--- config.mk ---
export PLATFORM = sky130hd
export DESIGN_NAME = uart_tx_dev_io
export DESIGN_NICKNAME = d
export VERILOG_FILES = /design/src/rtl/uart_tx_dev_io.sv
export SDC_FILE = /design/constraint.sdc
export NUM_CORES = 1
export LEC_CHECK = 0
export ABC_AREA = 1
export BUFFER_PORTS_ARGS = -buffer_cell sky130_fd_sc_hd__buf_2
export CORE_MARGIN = 2
export CORE_UTILIZATION = 55
export CTS_BUF_LIST = sky130_fd_sc_hd__clkbuf_4
export CTS_CLUSTER_SIZE = 10
export DETAILED_ROUTE_END_ITERATION = 10
export PLACE_DENSITY = 0.78
export SYNTH_ARGS = -nofsm -noshare
export SYNTH_HDL_FRONTEND = slang
export SYNTH_SLANG_ARGS = --single-unit
--- constraint.sdc ---
create_clock -name clk -period 2.8 [get_ports clk]
set_input_delay 0.56 -clock clk [delete_from_list [all_inputs] [get_ports clk]]
set_output_delay 0.56 -clock clk [all_outputs]
set_load 0.01 [all_outputs]
--- src/rtl/uart_tx_dev_io.sv ---
// uart_tx_dev_io: memory-mapped 8N1 UART transmitter for the MIO bus.
//
// Ports:
//   clk            system clock, all state on the rising edge
//   rst            asynchronous reset, active low
//   uart_we        one-cycle data write strobe, pushes Peripheral_in[7:0]
//   uart_ctrl_we   one-cycle control write strobe, loads the bit divisor
//                  from Peripheral_in[15:0] and clears the overflow flag
//   Peripheral_in  bus write data
//   status_out     {div[15:0], 4'b0, overflow, busy, empty, full, count[7:0]}
//   txd            serial output, idle high
//   tx_busy        frame in progress
//   fifo_full      transmit FIFO holds DEPTH bytes
module uart_tx_dev_io #(
  parameter int unsigned DEPTH       = 16,
  parameter logic [15:0] DEFAULT_DIV = 16'd434
) (
  input  logic        clk,
  input  logic        rst,
  input  logic        uart_we,
  input  logic        uart_ctrl_we,
  input  logic [31:0] Peripheral_in,
  output logic [31:0] status_out,
  output logic        txd,
  output logic        tx_busy,
  output logic        fifo_full
);

  typedef enum logic [1:0] {IDLE, START, DATA, STOP} state_e;

  localparam int unsigned AW        = $clog2(DEPTH);
  localparam logic [AW:0] DEPTH_CNT = (AW + 1)'(DEPTH);

  logic [7:0]  mem_q [DEPTH];
  logic [AW:0] wptr_q, wptr_d;
  logic [AW:0] rptr_q, rptr_d;
  logic [AW:0] count;
  logic        full, empty, push, pop;

  logic        ovf_q, ovf_d;
  logic [15:0] div_q, div_d;

  state_e      state_q;
  logic [15:0] frame_div_q;
  logic [15:0] baud_q;
  logic [2:0]  bit_q;
  logic [7:0]  shift_q;
  logic        txd_q;
  logic        baud_wrap;

  logic        unused_bits;
  assign unused_bits = ^Peripheral_in[31:16];

  // Pointers carry one extra bit so full and empty are distinguishable.
  assign count = wptr_q - rptr_q;
  assign full  = (count == DEPTH_CNT);
  assign empty = (count == '0);

  // Fullness is judged before any pop in the same cycle.
  assign push = uart_we && !full;
  assign pop  = (state_q == IDLE) && !empty;

  always_comb begin
    wptr_d = wptr_q;
    rptr_d = rptr_q;
    ovf_d  = ovf_q;
    div_d  = div_q;
    if (push) wptr_d = wptr_q + (AW + 1)'(1);
    if (pop)  rptr_d = rptr_q + (AW + 1)'(1);
    if (uart_ctrl_we) begin
      ovf_d = 1'b0;
      div_d = (Peripheral_in[15:1] == '0) ? 16'd2 : Peripheral_in[15:0];
    end
    // A dropped push wins over a same-cycle clear.
    if (uart_we && full) ovf_d = 1'b1;
  end

  always_ff @(posedge clk or negedge rst) begin
    if (!rst) begin
      wptr_q <= '0;
      rptr_q <= '0;
      ovf_q  <= 1'b0;
      div_q  <= DEFAULT_DIV;
    end else begin
      wptr_q <= wptr_d;
      rptr_q <= rptr_d;
      ovf_q  <= ovf_d;
      div_q  <= div_d;
    end
  end

  always_ff @(posedge clk) begin
    if (push) mem_q[wptr_q[AW-1:0]] <= Peripheral_in[7:0];
  end

  assign baud_wrap = (baud_q == frame_div_q - 16'd1);

  always_ff @(posedge clk or negedge rst) begin
    if (!rst) begin
      state_q     <= IDLE;
      frame_div_q <= DEFAULT_DIV;
      baud_q      <= '0;
      bit_q       <= '0;
      shift_q     <= '0;
      txd_q       <= 1'b1;
    end else begin
      // txd trails the state by one cycle so the pin comes straight off a flop.
      case (state_q)
        START:   txd_q <= 1'b0;
        DATA:    txd_q <= shift_q[0];
        default: txd_q <= 1'b1;
      endcase

      case (state_q)
        IDLE: begin
          if (pop) begin
            shift_q     <= mem_q[rptr_q[AW-1:0]];
            frame_div_q <= div_q;
            baud_q      <= '0;
            state_q     <= START;
          end
        end
        START: begin
          if (baud_wrap) begin
            baud_q  <= '0;
            bit_q   <= '0;
            state_q <= DATA;
          end else begin
            baud_q <= baud_q + 16'd1;
          end
        end
        DATA: begin
          if (baud_wrap) begin
            baud_q  <= '0;
            shift_q <= {1'b0, shift_q[7:1]};
            if (bit_q == 3'd7) state_q <= STOP;
            else               bit_q   <= bit_q + 3'd1;
          end else begin
            baud_q <= baud_q + 16'd1;
          end
        end
        STOP: begin
          if (baud_wrap) begin
            baud_q  <= '0;
            state_q <= IDLE;
          end else begin
            baud_q <= baud_q + 16'd1;
          end
        end
        default: state_q <= IDLE;
      endcase
    end
  end

  assign txd        = txd_q;
  assign tx_busy    = (state_q != IDLE);
  assign fifo_full  = full;
  assign status_out = {div_q, 4'b0000, ovf_q, tx_busy, empty, full, 8'(count)};

endmodule
==> impl_metrics.toml, run 1 <==
[cts]
clock-sinks = 201
cts_root_buf = "clkbuf_4"
numCtsBuffers = 50
cts_htree_levels = 2
clock_latency_ns = 0.68
clk_path_buf_depth = 3
cts_tree = "yes"
clk_pin_slew_ns = 0.07

[global_routing]
grt_max_degree = 67
antenna_found_initial = 1
grt_usage = 0.233
grt_first_pass_wirelength_um = 32900
gr-total-overflow = 0
grt_pass1_vias = 6678

[synthesis]
ys_ff_latch = 201
syn_inst = 943
synth_largest_area_cell = "edfxtp_1"
synthDistinctLibCells = 41
synth_top_area_share = 0.406
yosysSeqAreaShare = 0.601
syn_area_um2 = 9460
syn_area_per_cell_um2 = 10.0
synth.area.top_cells = "edfxtp_1 41%, dfrtp_1 16%, nand2_1 6.4%, o21ai_0 5.8%, nor2_1 5.2%"
synth_warnings = 0

[die]
initial_utilization = 0.567
die_area_um2 = 18300
die_h_um = 135
io_pins = 71
num_rows = 47
die_w_um = 135
fp.coreArea_um2 = 16700

[sta]
hold_violations = 0
setup_violations = 3
timing.final.ws_setup_ns = -0.124
slew_violations = 0
timing.final.crit_share = 1.04
skew_ns = 0.0664
max_freq_ghz = 0.342
relSlewSlack = 0.563
worst_slew_pin_slew_ns = 0.655
hold_slack_ns = 0.132
rsz0062_at_grt = "yes"
setup_tns_ns = -0.337
finalCriticalPeriod_ns = 2.92

[worst_setup_path]
crit_path_end_kind = "output port"
cp_max_fo = 3
arrival_ns = 2.36
critPathKind = "flop to output port"
crit_required_ns = 2.24
critPathLaunchType = "flop"

[place]
post-dp-hpwl_um = 13500
io_buffers = 47
placed_area_um2 = 10000
gp_congestion = 0.835

[drt]
antenna_left = 0
viasPerCell = 5.44
drt_iter0_drc = 534
drc = 0
wl_um = 21300
drt-wirelength-per-cell_um = 16.6
vias = 6998
firstDrtPassIters = 5

[final_layout]
drive_gt1_frac = 0.211
final_area_um2 = 10800
areaGrowthSynthToFinish_pct = 14.5
final_common_cell = "nand2_1"
layout.nets = 1080
mostFrequentLayoutCells = "157 x nand2_1, 128 x edfxtp_1, 116 x nor2_1"

[power]
p_leak_nw = 4.41
power.density_nw_per_um2 = 1100
vdd_ir_drop_max_mv = 0.727

[status]
violations = "setup timing"
outcome = "complete, but fails checks"

[min_path]
hold_class = "input pin to flop"

[flow_run]
cap_violations = 0
==> state kept, by name, indices dropped and copies added (netlist names) <==
register	count
txd	1
shift_q	8
bit_q	3
baud_q	16
state_q	2
mem_q	128
wptr_q	5
rptr_q	5
frame_div_q	16
ovf_q	1
div_q	16
==> cell families after synthesis <==
family,count (synthesis),share of synthesized area
fa+ha+maj,19,0.0259
buf+inv,118,0.0534
xor+xnor,36,0.0341
simple gates,378,0.175
compound gates,190,0.111
other cells,1,0.000396
flops,201,0.601
==> Yosys cell counts, drive strengths merged <==
cell / number
o22ai: 38
nor2: 143
conb: 1
xor2: 29
a21oi: 23
nand2: 173
ha: 18
dfrtp: 62
o2111ai: 1
buf: 19
nand4: 8
nand3b: 6
xnor2: 7
or2: 2
o21ai: 123
clkbuf: 28
edfxtp: 128
dfstp: 11
o21bai: 2
nor4: 4
and2: 1
o221ai: 2
nor3: 7
nand3: 34
a31oi: 1
fa: 1
clkinv: 4
inv: 67
==> per-layer routing <==
metal	vias up	wire length (um)	track usage
met4	0	504	0.0909
met1	3351	8630	0.299
met2	223	10800	0.394
li1	3384	-	-
met5	-	0	0
met3	40	1330	0.0430
==> cell type report <==
cell class              instances  area (um2)
fillers                      1300        5860
flip-flops and latches        201        5690
multi-input cells             630        3500
clock buffers                  69         518
repair buffers                 71         483
well taps                     220         275
inverters                      71         267
clock inverters                23         105
diodes                          1        2.50
==> worst paths after layout <==
kind,cells after the start,to,slack (ns),start
setup / recovery,8,status_out[8],-0.12,wptr_q[0]
hold / removal,3,div_q[8],0.13,Peripheral_in[8]
setup reg to reg,10,mem_q[11][2],0.04,wptr_q[2]
hold reg to reg,2,shift_q[7],0.49,shift_q[7]
max in group asynchronous,3,state_q[1],1.67,rst
min in group asynchronous,2,wptr_q[0],0.43,rst
==> per-stage QoR <==
stage	utilization	power [mW]	setup WS, ns	cells
final	0.649	11.9	-0.124	1286
after global routing	0.649	12.7	-0.235	1286
after CTS	0.645	11.7	-0.175	1283
after detailed placement	0.601	9.06	-0.0250	1184
after global placement	0.601	8.94	0.0353	1184
after floorplan	-	7.68	0.0587	949
==> what timing repair did <==
action,CTS,global route
buffers inserted,6,2
resized for setup,13,7
hold buffers,1,0
endpoints found under the hold margin,29,0
setup endpoints to repair,39,44
pin swaps,4,2
==> where the power goes <==
group | switching, mW | internal (mW)
Combinational | 3.50 | 1.95
Sequential | 0.369 | 3.73
Clock | 1.18 | 1.16
Total | 5.05 | 6.85
==> critical path, cell delays in order, from the launching register on <==
cell and delay (ns):
dfrtp_1 0.37, inv_2 0.06, ha_4 0.16, fa_2 0.52, inv_2 0.05, nor3_4 0.18, nand3_1 0.14, inv_2 0.12
buf_6 0.11
Power figures use the tool's default switching activity.
==> run 2: changes to the inputs <==
CORE_UTILIZATION = 47   (was 55)
PLACE_DENSITY = 0.66   (was 0.78)
clock period = 3.7 ns   (was 2.8 ns; I/O delays follow)
==> impl_metrics.toml, run 2 (synthesized netlist as in run 1, its figures left out) <==
[status]
outcome = "finished, final reports clean"

[min_path]
hold_class = "input pin to async pin"

[worst_setup_path]
arrival_ns = 2.74
cp_max_fo = 5
critPathLaunchType = "flop"
critPathKind = "flop to output port"
cp-startpoint = "wptr_q[0]"
r2r_slack_ns = 0.81
reg2reg_to = "shift_q[1]"
crit_path_end_kind = "output port"
crit_required_ns = 2.96
worstReg2RegStart = "wptr_q[0]"
ff2ff_path_depth = 12

[die]
fp.coreArea_um2 = 19600
die_h_um = 146
initial_utilization = 0.483
die_w_um = 146
num_rows = 51
die_area_um2 = 21300
io_pins = 71

[cts]
cts_resized = 0
clk_pin_slew_ns = 0.07
cts_root_buf = "clkbuf_4"
clock-sinks = 201
clock_latency_ns = 0.67
cts_htree_levels = 2
cts_tree = "yes"
cts_hold_buf = 0
postCtsSetupBuffers = 0
clk_path_buf_depth = 3
numCtsBuffers = 52

[sta]
skew_ns = 0.0526
slew_violations = 0
worst_slew_pin_slew_ns = 0.945
hold_slack_ns = 0.212
setup_tns_ns = 0
max_freq_ghz = 0.287
rsz0062_at_grt = "no"
setup_violations = 0
timing.final.crit_share = 0.941
finalCriticalPeriod_ns = 3.48
hold_violations = 0
relSlewSlack = 0.370

[global_routing]
grt_first_pass_wirelength_um = 33700
grt_max_degree = 74
gr-total-overflow = 0
grt_pass1_vias = 6610
grt_usage = 0.200
antenna_found_initial = 1

[final_layout]
mostFrequentLayoutCells = "162 x nand2_1, 132 x nor2_1, 128 x edfxtp_1"
drive_gt1_frac = 0.203
largest_reg_flops = 128
final_area_um2 = 10700
final_common_cell = "nand2_1"
finalNonFillerCells = 1336
layout.nets = 1082
areaGrowthSynthToFinish_pct = 13.5

[power]
p_leak_nw = 4.46
power.density_nw_per_um2 = 804
fin_total_pwr_mw = 8.64
vdd_ir_drop_max_mv = 0.427

[place]
placed_area_um2 = 10000
gp_congestion = 0.816
place_inst = 1238
post-dp-hpwl_um = 13700
io_buffers = 47

[drt]
viasPerCell = 5.14
vias = 6861
firstDrtPassIters = 7
drc = 0
drt_iter0_drc = 299
antenna_left = 0
wl_um = 21200
drt-wirelength-per-cell_um = 15.9

[flow_run]
cap_violations = 0
run 2: where the power goes:
part	switching, mW	leakage (nW)	internal, mW
registers	0.291	2.06	2.82
clock network	0.892	0.436	1.10
logic	2.33	1.97	1.20
total	3.51	4.46	5.12
run 2: layout make-up:
type / count / area (um2)
Sequential cell: 201 / 5690
Multi-Input combinational cell: 630 / 3300
Inverter: 71 / 274
Clock buffer: 91 / 683
Antenna cell: 1 / 2.50
Fill cell: 1762 / 8850
Clock inverter: 6 / 33.8
Tap cell: 265 / 332
Timing Repair Buffer: 71 / 430
run 2: how the worst max path moves through the flow:
stage | end | cells past startpoint
after floorplan | mem_q[15][0] | 11
after global placement | mem_q[11][3] | 11
after detailed placement | mem_q[11][4] | 11
after CTS | status_out[9] | 8
after global routing | fifo_full | 8
final | status_out[9] | 8
run 2: through the flow:
step                      worst slack [ns]   util
after floorplan                      0.651      -
after global placement               0.815  0.511
after detailed placement             0.784  0.511
after CTS                            0.106  0.548
after global routing                0.0186  0.548
final                                0.218  0.548
run 2: worst max-delay path: stages (launching register included):
cell	delay [ns]
dfrtp_2	0.41
inv_1	0.09
ha_1	0.23
fa_1	0.42
xnor2_1	0.15
nor3_1	0.19
nand2_1	0.14
nor2_2	0.24
buf_2	0.19
run 2: per-layer routing:
layer  vias up  part of all wire  track usage
li1       3396                 -            -
met5         -                 0            0
met4         0             0.023       0.0760
met3        41             0.043       0.0411
met1      3293              0.44        0.251
met2       131              0.49        0.342
==> run 3: changes to the inputs <==
REMOVE_ABC_BUFFERS = 1   (was default)
==> impl_metrics.toml, run 3 (synthesized netlist as in run 1, its figures left out) <==
[status]
outcome = "finished, final reports clean"

[final_layout]
nFillCells = 1755
mostFrequentLayoutCells = "162 x nand2_1, 132 x nor2_1, 128 x edfxtp_1"
final_common_cell = "nand2_1"
layout.nets = 1086
drive_gt1_frac = 0.193
layout.area.seq_um2 = 5690
multi_input_area_um2 = 3310
utilization = 0.548
largest_reg_flops = 128
areaGrowthSynthToFinish_pct = 13.5

[sta]
setup_violations = 0
skew_ns = 0.0665
slew_violations = 0
timing.final.crit_share = 0.935
worst_slew_pin_slew_ns = 0.720
relSlewSlack = 0.518
max_freq_ghz = 0.289
finalCriticalPeriod_ns = 3.46
hold_violations = 0
rsz0062_at_grt = "no"
setup_tns_ns = 0

[drt]
wl_met3_um = 1170
vias = 6888
routed.top_layer = "met4"
antenna_left = 0
drt_iter0_drc = 463
drt-wirelength-per-cell_um = 15.9
viasPerCell = 5.14
wl_met2_um = 10100
firstDrtPassIters = 5
wl_um = 21400
wl_met1_um = 9770
drc = 0

[worst_setup_path]
cp-startpoint = "wptr_q[0]"
r2r_slack_ns = 0.61
critical_path.top_delay_family = "adder cells"
cpPeakStageDelay_ns = 0.48
crit_top_cell = "inv_1"
critPathLaunchType = "flop"
worstReg2RegStart = "wptr_q[0]"
cp_cell_sequence = "inv_1 -> ha_1 -> fa_1 -> inv_1 -> nor3_1 -> nand2_1 -> nor2_4 -> buf_2"
crit_required_ns = 2.96
cp_max_fo = 5
critPathBufInv = 3
critPathKind = "flop to output port"
slowest_stage = "fa_1"
arrival_ns = 2.72
crit_path_end_kind = "output port"

[die]
initial_utilization = 0.483
io_pins = 71
fp.coreArea_um2 = 19600
die_area_um2 = 21300
die_w_um = 146
num_rows = 51
die_h_um = 146

[cts]
clk_path_buf_depth = 3
numCtsBuffers = 53
cts_root_buf = "clkbuf_4"
clock-sinks = 201
cts_tree = "yes"
cts_htree_levels = 2
clock_latency_ns = 0.70
clk_pin_slew_ns = 0.06

[global_routing]
grt_first_pass_wirelength_um = 34600
antenna_found_initial = 1
grt_pass1_vias = 6655
grt_max_degree = 67
gr-total-overflow = 0
grt_usage = 0.205

[place]
post-dp-hpwl_um = 13900
io_buffers = 47
gp_congestion = 0.895

[power]
vdd_ir_drop_max_mv = 0.849
fin_total_pwr_mw = 8.66
p_leak_nw = 4.45
power.density_nw_per_um2 = 806

[min_path]
hold_class = "input pin to flop"
min-delay-start = "Peripheral_in[14]"

[flow_run]
cap_violations = 0
## run 3: cell types whose count changed in the layout (fill, tap and decap cells not counted), sizes merged
cell / change
buf: +2
clkbuf: -12
clkinv: +15
dlygate4sd3: +1
clkinvlp: -1
## run 3: area by class of cell
| cell class | instances | share of cell area |
|---|---|---|
| Tap cell | 265 | 0.0309 |
| Antenna cell | 1 | 0.000233 |
| Sequential cell | 201 | 0.529 |
| Clock inverter | 20 | 0.00885 |
| Inverter | 71 | 0.0252 |
| Clock buffer | 79 | 0.0552 |
| Timing Repair Buffer | 74 | 0.0424 |
| Multi-Input combinational cell | 630 | 0.308 |
## run 3: final timing paths
kind,end,cells after the start
hold / removal,div_q[14],3
setup / recovery,status_out[9],8
setup reg to reg,mem_q[13][5],10
min in group asynchronous,baud_q[2],2
hold reg to reg,wptr_q[4],1
max in group asynchronous,div_q[1],3
## run 3: worst min-delay path, delay by kind of cell
family | cells | cell delay, ns
compound gates | 1 | 0.05
buf+inv | 1 | 0.09
simple gates | 1 | 0.04
## run 3: per-layer routing
| metal | track usage | vias to the layer above |
|---|---|---|
| met5 | 0 | - |
| met4 | 0.0647 | 0 |
| met3 | 0.0395 | 25 |
| met2 | 0.325 | 174 |
| met1 | 0.286 | 3280 |
| li1 | - | 3409 |
## run 3: power by group
| group | total (mW) | internal, mW | switching [mW] |
|---|---|---|---|
| clock | 1.91 | 0.991 | 0.923 |
| sequential | 3.12 | 2.82 | 0.295 |
| combinational | 3.63 | 1.23 | 2.40 |
| total | 8.66 | 5.04 | 3.62 |
## run 3: repair_timing
item / in CTS / in global routing
setup buffers: 0 / 3
endpoints found under the setup margin: 1 / 1
hold endpoints to repair: 3 / 0
pin swaps: 0 / 1
hold buffers: 1 / 0
gates cloned: 0 / 0
resized for setup: 1 / 2
## run 3: stage by stage
stage | setup slack [ns] | hold slack (ns) | cell area (um2) | instances
floorplan | 0.201 | 0.444 | 9250 | 902
finish | 0.240 | 0.304 | 10700 | 1341
global route | 0.0795 | 0.274 | 10700 | 1341
detailed placement | 0.536 | 0.481 | 10000 | 1237
CTS | 0.0992 | 0.258 | 10700 | 1337
global placement | 0.562 | 0.467 | 10000 | 1237
